===== config.mk =====
export PLATFORM = sky130hd
export DESIGN_NAME = ahb_lite_dma_copier
export DESIGN_NICKNAME = d
export VERILOG_FILES = /design/src/rtl/ahb_lite_dma_copier.sv
export SDC_FILE = /design/constraint.sdc
export NUM_CORES = 1
export LEC_CHECK = 0
export BUFFER_PORTS_ARGS = -buffer_cell sky130_fd_sc_hd__buf_2
export CORE_AREA = 5 5 125 127
export CTS_BUF_LIST = sky130_fd_sc_hd__clkbuf_4
export DETAILED_ROUTE_END_ITERATION = 12
export DIE_AREA = 0 0 130 132
export GPL_TIMING_DRIVEN = 0
export PLACE_DENSITY = 0.78
export SYNTH_ARGS = -nofsm -noshare
export SYNTH_HDL_FRONTEND = slang
export SYNTH_SLANG_ARGS = --single-unit

===== constraint.sdc =====
create_clock -name HCLK -period 2.35 [get_ports HCLK]
set_clock_uncertainty 0.2 [all_clocks]
set_input_delay 0.235 -clock HCLK [delete_from_list [all_inputs] [get_ports HCLK]]
set_output_delay 0.235 -clock HCLK [all_outputs]
set_load 0.01 [all_outputs]

===== src/rtl/ahb_lite_dma_copier.sv =====
// ahb_lite_dma_copier
//   Single-channel AHB-Lite master. It copies a block of 32-bit words from a
//   source to a destination address, one single read followed by one single
//   write per word, in ascending address order.
//
// Ports
//   HCLK, HRESETn              clock, asynchronous active-low reset
//   start                      one-cycle job request, honoured only when idle
//   srcAddr, dstAddr           byte addresses, forced to word alignment on start
//   wordCount                  words to copy (0 = finish without bus traffic)
//   busy / done / error        job status; done is a one-cycle pulse, error is
//                              sticky until the next accepted start
//   HADDR, HTRANS, HWRITE,
//   HSIZE, HBURST, HPROT,
//   HMASTLOCK, HWDATA          AHB-Lite master outputs
//   HREADY, HRDATA, HRESP      AHB-Lite slave responses
//
// state   | meaning
// --------+-------------------------------------------------------------
// IDLE    | waiting for start
// RD_ADDR | NONSEQ read address phase at src
// RD_DATA | read data phase, capture HRDATA
// WR_ADDR | NONSEQ write address phase at dst
// WR_DATA | write data phase, HWDATA driven from the captured word
// ABORT   | second cycle of an ERROR response
// FIN     | done pulse, then back to IDLE
module ahb_lite_dma_copier #(
    parameter int COUNT_WIDTH = 16
) (
    input  logic                   HCLK,
    input  logic                   HRESETn,
    input  logic                   start,
    input  logic [31:0]            srcAddr,
    input  logic [31:0]            dstAddr,
    input  logic [COUNT_WIDTH-1:0] wordCount,
    output logic                   busy,
    output logic                   done,
    output logic                   error,
    output logic [31:0]            HADDR,
    output logic [1:0]             HTRANS,
    output logic                   HWRITE,
    output logic [2:0]             HSIZE,
    output logic [2:0]             HBURST,
    output logic [3:0]             HPROT,
    output logic                   HMASTLOCK,
    output logic [31:0]            HWDATA,
    input  logic                   HREADY,
    input  logic [31:0]            HRDATA,
    input  logic                   HRESP
);

    typedef enum logic [2:0] {
        S_IDLE,
        S_RD_ADDR,
        S_RD_DATA,
        S_WR_ADDR,
        S_WR_DATA,
        S_ABORT,
        S_FIN
    } state_t;

    localparam logic [1:0] TRANS_IDLE   = 2'b00;
    localparam logic [1:0] TRANS_NONSEQ = 2'b10;

    state_t                 state_q, state_d;
    logic [31:0]            src_q, src_d;
    logic [31:0]            dst_q, dst_d;
    logic [31:0]            data_q, data_d;
    logic [COUNT_WIDTH-1:0] cnt_q, cnt_d;
    logic                   err_q, err_d;

    always_ff @(posedge HCLK or negedge HRESETn) begin
        if (!HRESETn) begin
            state_q <= S_IDLE;
            src_q   <= '0;
            dst_q   <= '0;
            data_q  <= '0;
            cnt_q   <= '0;
            err_q   <= 1'b0;
        end else begin
            state_q <= state_d;
            src_q   <= src_d;
            dst_q   <= dst_d;
            data_q  <= data_d;
            cnt_q   <= cnt_d;
            err_q   <= err_d;
        end
    end

    always_comb begin
        state_d = state_q;
        src_d   = src_q;
        dst_d   = dst_q;
        data_d  = data_q;
        cnt_d   = cnt_q;
        err_d   = err_q;
        HTRANS  = TRANS_IDLE;
        HADDR   = '0;
        HWRITE  = 1'b0;
        done    = 1'b0;

        case (state_q)
            S_IDLE: begin
                if (start) begin
                    src_d   = srcAddr & 32'hFFFF_FFFC;
                    dst_d   = dstAddr & 32'hFFFF_FFFC;
                    cnt_d   = wordCount;
                    err_d   = 1'b0;
                    state_d = (wordCount == '0) ? S_FIN : S_RD_ADDR;
                end
            end
            S_RD_ADDR: begin
                HTRANS = TRANS_NONSEQ;
                HADDR  = src_q;
                if (HREADY) state_d = S_RD_DATA;
            end
            S_RD_DATA: begin
                // ERROR is recognised on its first (HREADY=0) cycle.
                if (HRESP) begin
                    err_d   = 1'b1;
                    state_d = S_ABORT;
                end else if (HREADY) begin
                    data_d  = HRDATA;
                    state_d = S_WR_ADDR;
                end
            end
            S_WR_ADDR: begin
                HTRANS = TRANS_NONSEQ;
                HADDR  = dst_q;
                HWRITE = 1'b1;
                if (HREADY) state_d = S_WR_DATA;
            end
            S_WR_DATA: begin
                if (HRESP) begin
                    err_d   = 1'b1;
                    state_d = S_ABORT;
                end else if (HREADY) begin
                    src_d   = src_q + 32'd4;
                    dst_d   = dst_q + 32'd4;
                    cnt_d   = cnt_q - 1'b1;
                    // Remaining count of one means this was the last word.
                    state_d = (cnt_q == COUNT_WIDTH'(1)) ? S_FIN : S_RD_ADDR;
                end
            end
            S_ABORT: begin
                if (HREADY) state_d = S_FIN;
            end
            S_FIN: begin
                done    = 1'b1;
                state_d = S_IDLE;
            end
            default: state_d = S_IDLE;
        endcase
    end

    assign busy      = (state_q != S_IDLE);
    assign error     = err_q;
    assign HWDATA    = data_q;
    assign HSIZE     = 3'b010;
    assign HBURST    = 3'b000;
    assign HPROT     = 4'b0011;
    assign HMASTLOCK = 1'b0;

endmodule


== Word level (Yosys, flattened, before mapping) ==
Index checks and enable logic that the tools add are counted.

* Word-level logic and storage cells: 67
* Register bits: 116
* Output and inout port bits: 81

* Muxes and demuxes: 30
* $add $sub $neg: 3
* Reductions and logical operators: 11
* Bitwise logic cells: 1
* Equal/unequal tests: 16

{| class="wikitable"
|+ Operator list
! cell !! count
|-
| 32-bit 2-to-1 mux || 6
|-
| 32-bit case mux with 2 select lines || 3
|-
| 32-bit by 3-bit adder with 32-bit output (second input constant) || 2
|-
| 16-bit 2-to-1 mux || 3
|-
| 16-bit case mux with 2 select lines || 1
|-
| 3-bit 2-to-1 mux || 10
|-
| 3-bit case mux with 6 select lines || 1
|-
| 16-bit by 1-bit equality test with 1-bit output (second input constant) || 1
|-
| 16-bit logical NOT || 1
|-
| 16-bit by 1-bit subtractor with 16-bit output (second input constant) || 1
|-
| 2-bit != test (second input constant) || 6
|-
| 3-bit equality test (second input constant) || 3
|-
| 3-bit by 2-bit equality test with 1-bit output (second input constant) || 2
|-
| 3-bit != test (second input constant) || 2
|-
| 3-bit AND reduction || 2
|-
| 6-bit AND reduction || 1
|-
| 1-bit 2-to-1 mux || 4
|-
| 4-bit AND reduction || 1
|-
| 2-bit nonzero test || 2
|-
| 2-bit OR reduction || 2
|-
| 3-bit by 1-bit equality test with 1-bit output (second input constant) || 1
|-
| 3-bit logical NOT || 1
|-
| 3-bit nonzero test || 1
|-
| 2-bit 2-to-1 mux || 1
|-
| other kinds (3) || 3
|}

== Logic depth before layout (Yosys ltp) ==
Gate-level depths: netlist (run 1).

* Word-level depth: 5
* Mapped depth: 8
* Mapped depth without buffers: 7

== Worst setup path before layout (run 1) ==
OpenSTA, ideal clock, no wires.

* Path type: register to register
* Start: register cnt_q[3]
* End: register cnt_q[14]
* Cell stages (with the launch flop): 7
* Library setup time: 0.126 ns
* Path buffers: 1
* Path slack: -0.276 ns
* Data arrival time: 2.300 ns
* Data required time: 2.024 ns
* Cells stage by stage: dfrtp_1 or4_4 or3b_1 buf_2 or4_4 a21o_1 a221o_1

* Longest elaborated chain between the ends: 4

{| class="wikitable"
|+ Ends and longest elaborated chain
! what !! RTL line !! RTL
|-
| from (decl) || 69 || <nowiki>logic [COUNT_WIDTH-1:0] cnt_q, cnt_d;</nowiki>
|-
| from (signal assigned) || 85 || <nowiki>cnt_q <= cnt_d;</nowiki>
|-
| 16-bit by 1-bit subtractor with 16-bit output || 140 || <nowiki>cnt_d = cnt_q - 1'b1;</nowiki>
|-
| 16-bit 2-to-1 mux || 137 || <nowiki>end else if (HREADY) begin</nowiki>
|-
| 16-bit 2-to-1 mux || 134 || <nowiki>if (HRESP) begin</nowiki>
|-
| 16-bit case mux with 2 select lines || 102 || <nowiki>case (state_q)</nowiki>
|}

No other way between the ends. The select of a mux whose other input is x is not followed.
A chain may end at the register's enable or synchronous reset.

== Final worst setup path (run 1) ==
* Start: register cnt_q[6]
* End: register cnt_q[14]

Same word-level chain as after synthesis.

==> flow_summary.toml, run 1 <==
[outcome]
status = "complete, but fails checks"
violations = "setup timing"

[clock_network]
insertion_delay_ps = 510
clockBufferDepth = 2
cts_buffers = 9
cts_sinks = 112
clkTransAtPathRegs_ps = 180
root_buffer = "clkbuf_4"
h-tree-depth = 3
cts_tree = "done"

[synth]
synth_mux_area_share_pct = 10.1
synth-edff-count = 0
ys_ff_latch = 112
async_flop_share_pct = 100
synthSimpleGateAreaFrac_pct = 22.7
syn_inst = 805
ys_types = 58
synthesis.area_um2 = 6870
syn_avg_cell_area_um2 = 8.53
ys.flop_type = "dfrtp_1"
ys_seq_area_share_pct = 40.8
synth_top_family_by_area = "simple AND/OR/NAND/NOR gates"
synth-adder-area-share_pct = 0.729
yosys_warnings = 0
synth_xor_area_share_pct = 0
synth_compound_area_share_pct = 20.2

[setup_path]
cpPeakStageDelay_ps = 520
cp_cell_sequence = "or4_4, or3b_4, or4_4, a21o_1, a221o_1"
worstPathArrival_ps = 2780
required_ps = 2540
critical_path_peak_fanout = 2
path_class = "reg -> reg"
cp_common_cell = "or4_4"
crit_path_end_kind = "register"
slowest_stage = "or4_4"
critical_path.startpoint_type = "register"

[sta]
final.period_utilization_pct = 110
setup_ws_ps = -244
hold_viol = 0
min_period_ps = 2590
tightest_slew_ps = 783
tns_ps = -716
final-setup-viol-count = 9
clock.fmax_mhz = 386
whs_ps = 25.5
rsz0062_at_grt = "yes"
relSlewSlack_pct = 47.8
maxSlewViolCount = 0

[route]
route.detailed.drc = 0
wl_um = 28300
avgViaCountPerCell = 6.17
avgRoutedWirePerCell_um = 21.1
final_antenna_net_count = 0
dr.first_iter.drc_count = 1091
num_vias = 8263
first_pass_iters = 6

[global_routing]
grt_first_pass_wirelength_um = 41600
grtUsageTotal_pct = 31.1
gr-total-overflow = 0
antenna_found_initial = 1
grt_pass1_vias = 7746
grt_max_degree = 73

[power]
peakVddDrop_uv = 688
cellPowerDensity_nw_per_um2 = 1180
p_leak_nw = 4.43

[place]
preCtsSetupSlack_ps = -784
port_buffers = 179
postPlaceCellArea_um2 = 8080
hpwl_um = 17900
finalWeightedCongestion = 0.921

[die]
start_util_pct = 48.0
core_um2 = 14300
pin_count = 198
die_w_um = 130
num_rows = 44
die_h_um = 132
die_area_um2 = 17200

[cells_and_area]
layout_common_cells = "buf_2, dlygate4sd3_1, dfrtp_1"
area_delta_synth_final_pct = 44.9
num-nets-final = 1271
post_route_cells_drive_above_1_share_pct = 31.7
fillers = 1081
multi_input_comb_area_um2 = 3930
mostFrequentLayoutCell = "buf_2"
final_area_um2 = 9950
seq_area_um2 = 2810

[flow_run]
maxCapViolations = 0

[min_path]
min_path_type = "in -> reg"
[cell usage after synthesis (14+ instances only)]
master    count  share of area, %
nor3_1       25               1.8
buf_4        14               1.5
and3_1       16               1.5
nand2_1      65               3.6
buf_1        14              0.77
o22ai_1      17               1.5
dfrtp_1     112                41
nand3_1      37               2.7
mux2i_1      33               4.8
clkbuf_1     45               2.5
nor2_1       97               5.3
o21ai_0      40               2.9
mux2_2       32               5.2
nand4_1      19               1.7
a21oi_1      80               5.8
[through the flow]
step                      cells  util (%)  total power (W)
after floorplan             817         -          0.00737
after global placement     1180      56.2          0.00939
after detailed placement   1181      56.5          0.00953
after CTS                  1324      67.6           0.0111
after global routing       1340      69.5           0.0124
final                      1340      69.5           0.0118
[final timing paths]
path                       depth (start not counted)   startpoint  slack (ps)          to
setup reg to reg                                   5     cnt_q[6]        -240   cnt_q[14]
hold / removal                                     4  dstAddr[23]          30   dst_q[23]
min in group asynchronous                          3      HRESETn         470  HWDATA[25]
hold reg to reg                                    1   HWDATA[27]         320  HWDATA[27]
setup / recovery                                   5     cnt_q[6]        -240   cnt_q[14]
max in group asynchronous                          4      HRESETn         850    dst_q[6]
[registers in the layout (all words and copies together), names as in the netlist]
signal and flops:
HWDATA 32, cnt_q 16, dst_q 30, error 1, src_q 30, state_q 3
[critical path: cells and delay by family, from the launching register on]
family          cells  cell delay [ps]
flops               1              430
compound gates      2              500
simple gates        3             1360
[report_power, final]
group	switching (W)	internal (W)	total [W]
Clock	0.000696	0.000332	0.00103
Combinational	0.00395	0.00291	0.00686
Sequential	0.00101	0.00288	0.00389
Total	0.00566	0.00613	0.0118
[final cells by class]
type	count	share of cell area [%]
Tap cell	184	2.31
Timing Repair Buffer	330	23.7
Buffer	66	4.40
Clock inverter	6	0.604
Clock buffer	10	0.755
Multi-Input combinational cell	621	39.5
Sequential cell	112	28.3
Antenna cell	1	0.0252
Inverter	10	0.377
[per-layer routing]
layer  global-route usage [%]  part of all wire (%)  routed length [um]  up-vias
met1                     39.8                    37               10400     3799
met4                     14.7                   4.9                1380        0
met3                     7.50                    13                3810      125
met2                     49.0                    45               12700      692
li1                         -                     -                   -     3647
met5                     2.06                     0                   0        -
[timing repair]
| action | in CTS | in global routing |
|---|---|---|
| endpoints found under the setup margin | 113 | 98 |
| pin swaps | 10 | 14 |
| resized for setup | 86 | 51 |
| hold buffers | 112 | 0 |
| setup buffers | 17 | 21 |
| hold endpoints to repair | 222 | 0 |
[logic make-up (layout without fill, tap and decap cells)]
| kind of cell | after synthesis | in the layout |
|---|---|---|
| buffers and inverters | 84 | 422 |
| AO/OA/AOI/OAI | 220 | 220 |
| AND/OR/NAND/NOR | 318 | 318 |
| multiplexers | 65 | 65 |
| flip-flops | 112 | 112 |
| other | 2 | 15 |
| adder cells (fa/ha/maj) | 4 | 4 |
No activity file was read; power rests on OpenSTA's default activity.
==> run 2, diff against run 1 <==
--- a/config.mk
+++ b/config.mk
@@ -5,11 +5,11 @@
 export SDC_FILE = /design/constraint.sdc
 export NUM_CORES = 1
 export LEC_CHECK = 0
-export BUFFER_PORTS_ARGS = -buffer_cell sky130_fd_sc_hd__buf_2
-export CORE_AREA = 5 5 125 127
+export CORE_AREA = 5 5 113 115
 export CTS_BUF_LIST = sky130_fd_sc_hd__clkbuf_4
 export DETAILED_ROUTE_END_ITERATION = 12
-export DIE_AREA = 0 0 130 132
+export DIE_AREA = 0 0 118 120
+export DONT_BUFFER_PORTS = 1
 export GPL_TIMING_DRIVEN = 0
 export PLACE_DENSITY = 0.78
 export SYNTH_ARGS = -nofsm -noshare
==> flow_summary.toml, run 2 (synthesized netlist as in run 1, its figures left out) <==
[outcome]
status = "complete, but fails checks"
violations = "hold timing, setup timing"

[cells_and_area]
num-nets-final = 1081
largest_reg_flops = 32
area_delta_synth_final_pct = 29.2
diodes = 0
fillers = 840
layout_common_cells = "dlygate4sd3_1, dfrtp_1, nor2_1"
mostFrequentLayoutCell = "dlygate4sd3_1"
post_route_cells_drive_above_1_share_pct = 19.4

[die]
core_um2 = 11700
die_area_um2 = 14200
pin_count = 198
die_h_um = 120
start_util_pct = 58.6
num_rows = 40
die_w_um = 118

[sta]
rsz0062_at_grt = "yes"
maxSlewViolCount = 0
final.period_utilization_pct = 110
whs_ps = -821
final-setup-viol-count = 30
min_period_ps = 2580
relSlewSlack_pct = 54.0
setup_ws_ps = -231
hold_viol = 112
tightest_slew_ps = 691
clock.fmax_mhz = 388

[setup_path]
slowest_stage = "or4_4"
crit_path_start = "cnt_q[6]"
cpPeakStageDelay_ps = 550
critical_path_peak_fanout = 2
cp_common_cell = "or4_4"
critical_path.startpoint_type = "register"
r2r-start = "cnt_q[6]"
cp_cell_sequence = "or4_4, or3b_4, or4_4, a21o_1, a221o_1"
worstPathArrival_ps = 2820
crit_path_end_kind = "register"
required_ps = 2590
path_class = "reg -> reg"

[clock_network]
cts_sinks = 112
clkTransAtPathRegs_ps = 190
cts_buffers = 9
cts_hold_buf = 114
clockBufferDepth = 2
insertion_delay_ps = 520
root_buffer = "clkbuf_4"
cts_tree = "done"
h-tree-depth = 3

[route]
dr.first_iter.drc_count = 1096
first_pass_iters = 6
avgRoutedWirePerCell_um = 24.1
route.detailed.drc = 0
final_antenna_net_count = 0
num_vias = 7686
avgViaCountPerCell = 6.91
wl_um = 26800

[min_path]
min_path_type = "in -> async"

[global_routing]
grt_first_pass_wirelength_um = 40900
antenna_found_initial = 0
grt_pass1_vias = 7459
grtUsageTotal_pct = 36.4
grt_use_met1_pct = 45.3
grtUsageMet2_pct = 58.5
met3_usage_pct = 9.61
busiest_layer = "met2"
grt_max_degree = 113
gr-total-overflow = 0

[place]
hpwl_um = 17500
finalWeightedCongestion = 1.03
port_buffers = 0
preCtsSetupSlack_ps = -772

[flow_run]
maxCapViolations = 0

[power]
power_w = 0.0111
cellPowerDensity_nw_per_um2 = 1250
p_leak_nw = 3.59
peakVddDrop_uv = 726
## run 2: cell type report
type | instances | area [um2] | share of cell area [%]
buffer | 68 | 440 | 4.97
clock buffer | 9 | 67.6 | 0.762
clock inverter | 7 | 71.3 | 0.804
inverter | 10 | 37.5 | 0.423
multi-input combinational | 621 | 3930 | 44.3
sequential | 112 | 2810 | 31.7
tap | 147 | 184 | 2.07
timing repair buffer | 138 | 1330 | 14.9
## run 2: timing repair
item,CTS,global route
hold endpoints to repair,224,112
endpoints found under the setup margin,112,104
resized for setup,95,55
setup buffers,14,10
pin swaps,6,12
## run 2: critical path, delay by kind of cell, from the launching register on
family,cells,cell delay [ps]
AO/OA/AOI/OAI,2,520
flip-flops,1,440
AND/OR/NAND/NOR,3,1360
## run 2: final timing paths
kind / slack, ps / depth (start not counted) / endpoint
max: -230 / 5 / cnt_q[14]
min: -820 / 0 / HWDATA[0]
max reg2reg: -230 / 5 / cnt_q[14]
min reg2reg: 340 / 1 / cnt_q[8]
max in group asynchronous: 2580 / 0 / dst_q[4]
min in group HCLK: 90 / 5 / state_q[2]
## run 2: stage by stage
stage	util, %	hold slack, ps	cell area [um2]	std cells	setup TNS (ps)
floorplan	-	-261	6920	817	-262
global placement	60.7	-256	7110	964	-36770
detailed placement	60.7	-257	7110	964	-43210
CTS	74.3	-826	8700	1105	-367
global route	75.7	-828	8870	1112	-3590
finish	75.7	-821	8870	1112	-1420
## run 2: metal layers
metal	vias to the layer above	routed length (um)	part of all wire [%]
met5	-	0	0
li1	3264	-	-
met4	0	1390	5.2
met3	140	3660	14
met1	3584	9620	36
met2	698	12200	45
## run 2: report_power, final
part / leakage [nW] / switching, W / total [W] / internal (W)
clock network: 0.0752 / 0.000707 / 0.00103 / 0.000326
registers: 1.30 / 0.00122 / 0.00411 / 0.00289
logic: 2.22 / 0.00356 / 0.00594 / 0.00238
total: 3.59 / 0.00549 / 0.0111 / 0.00560
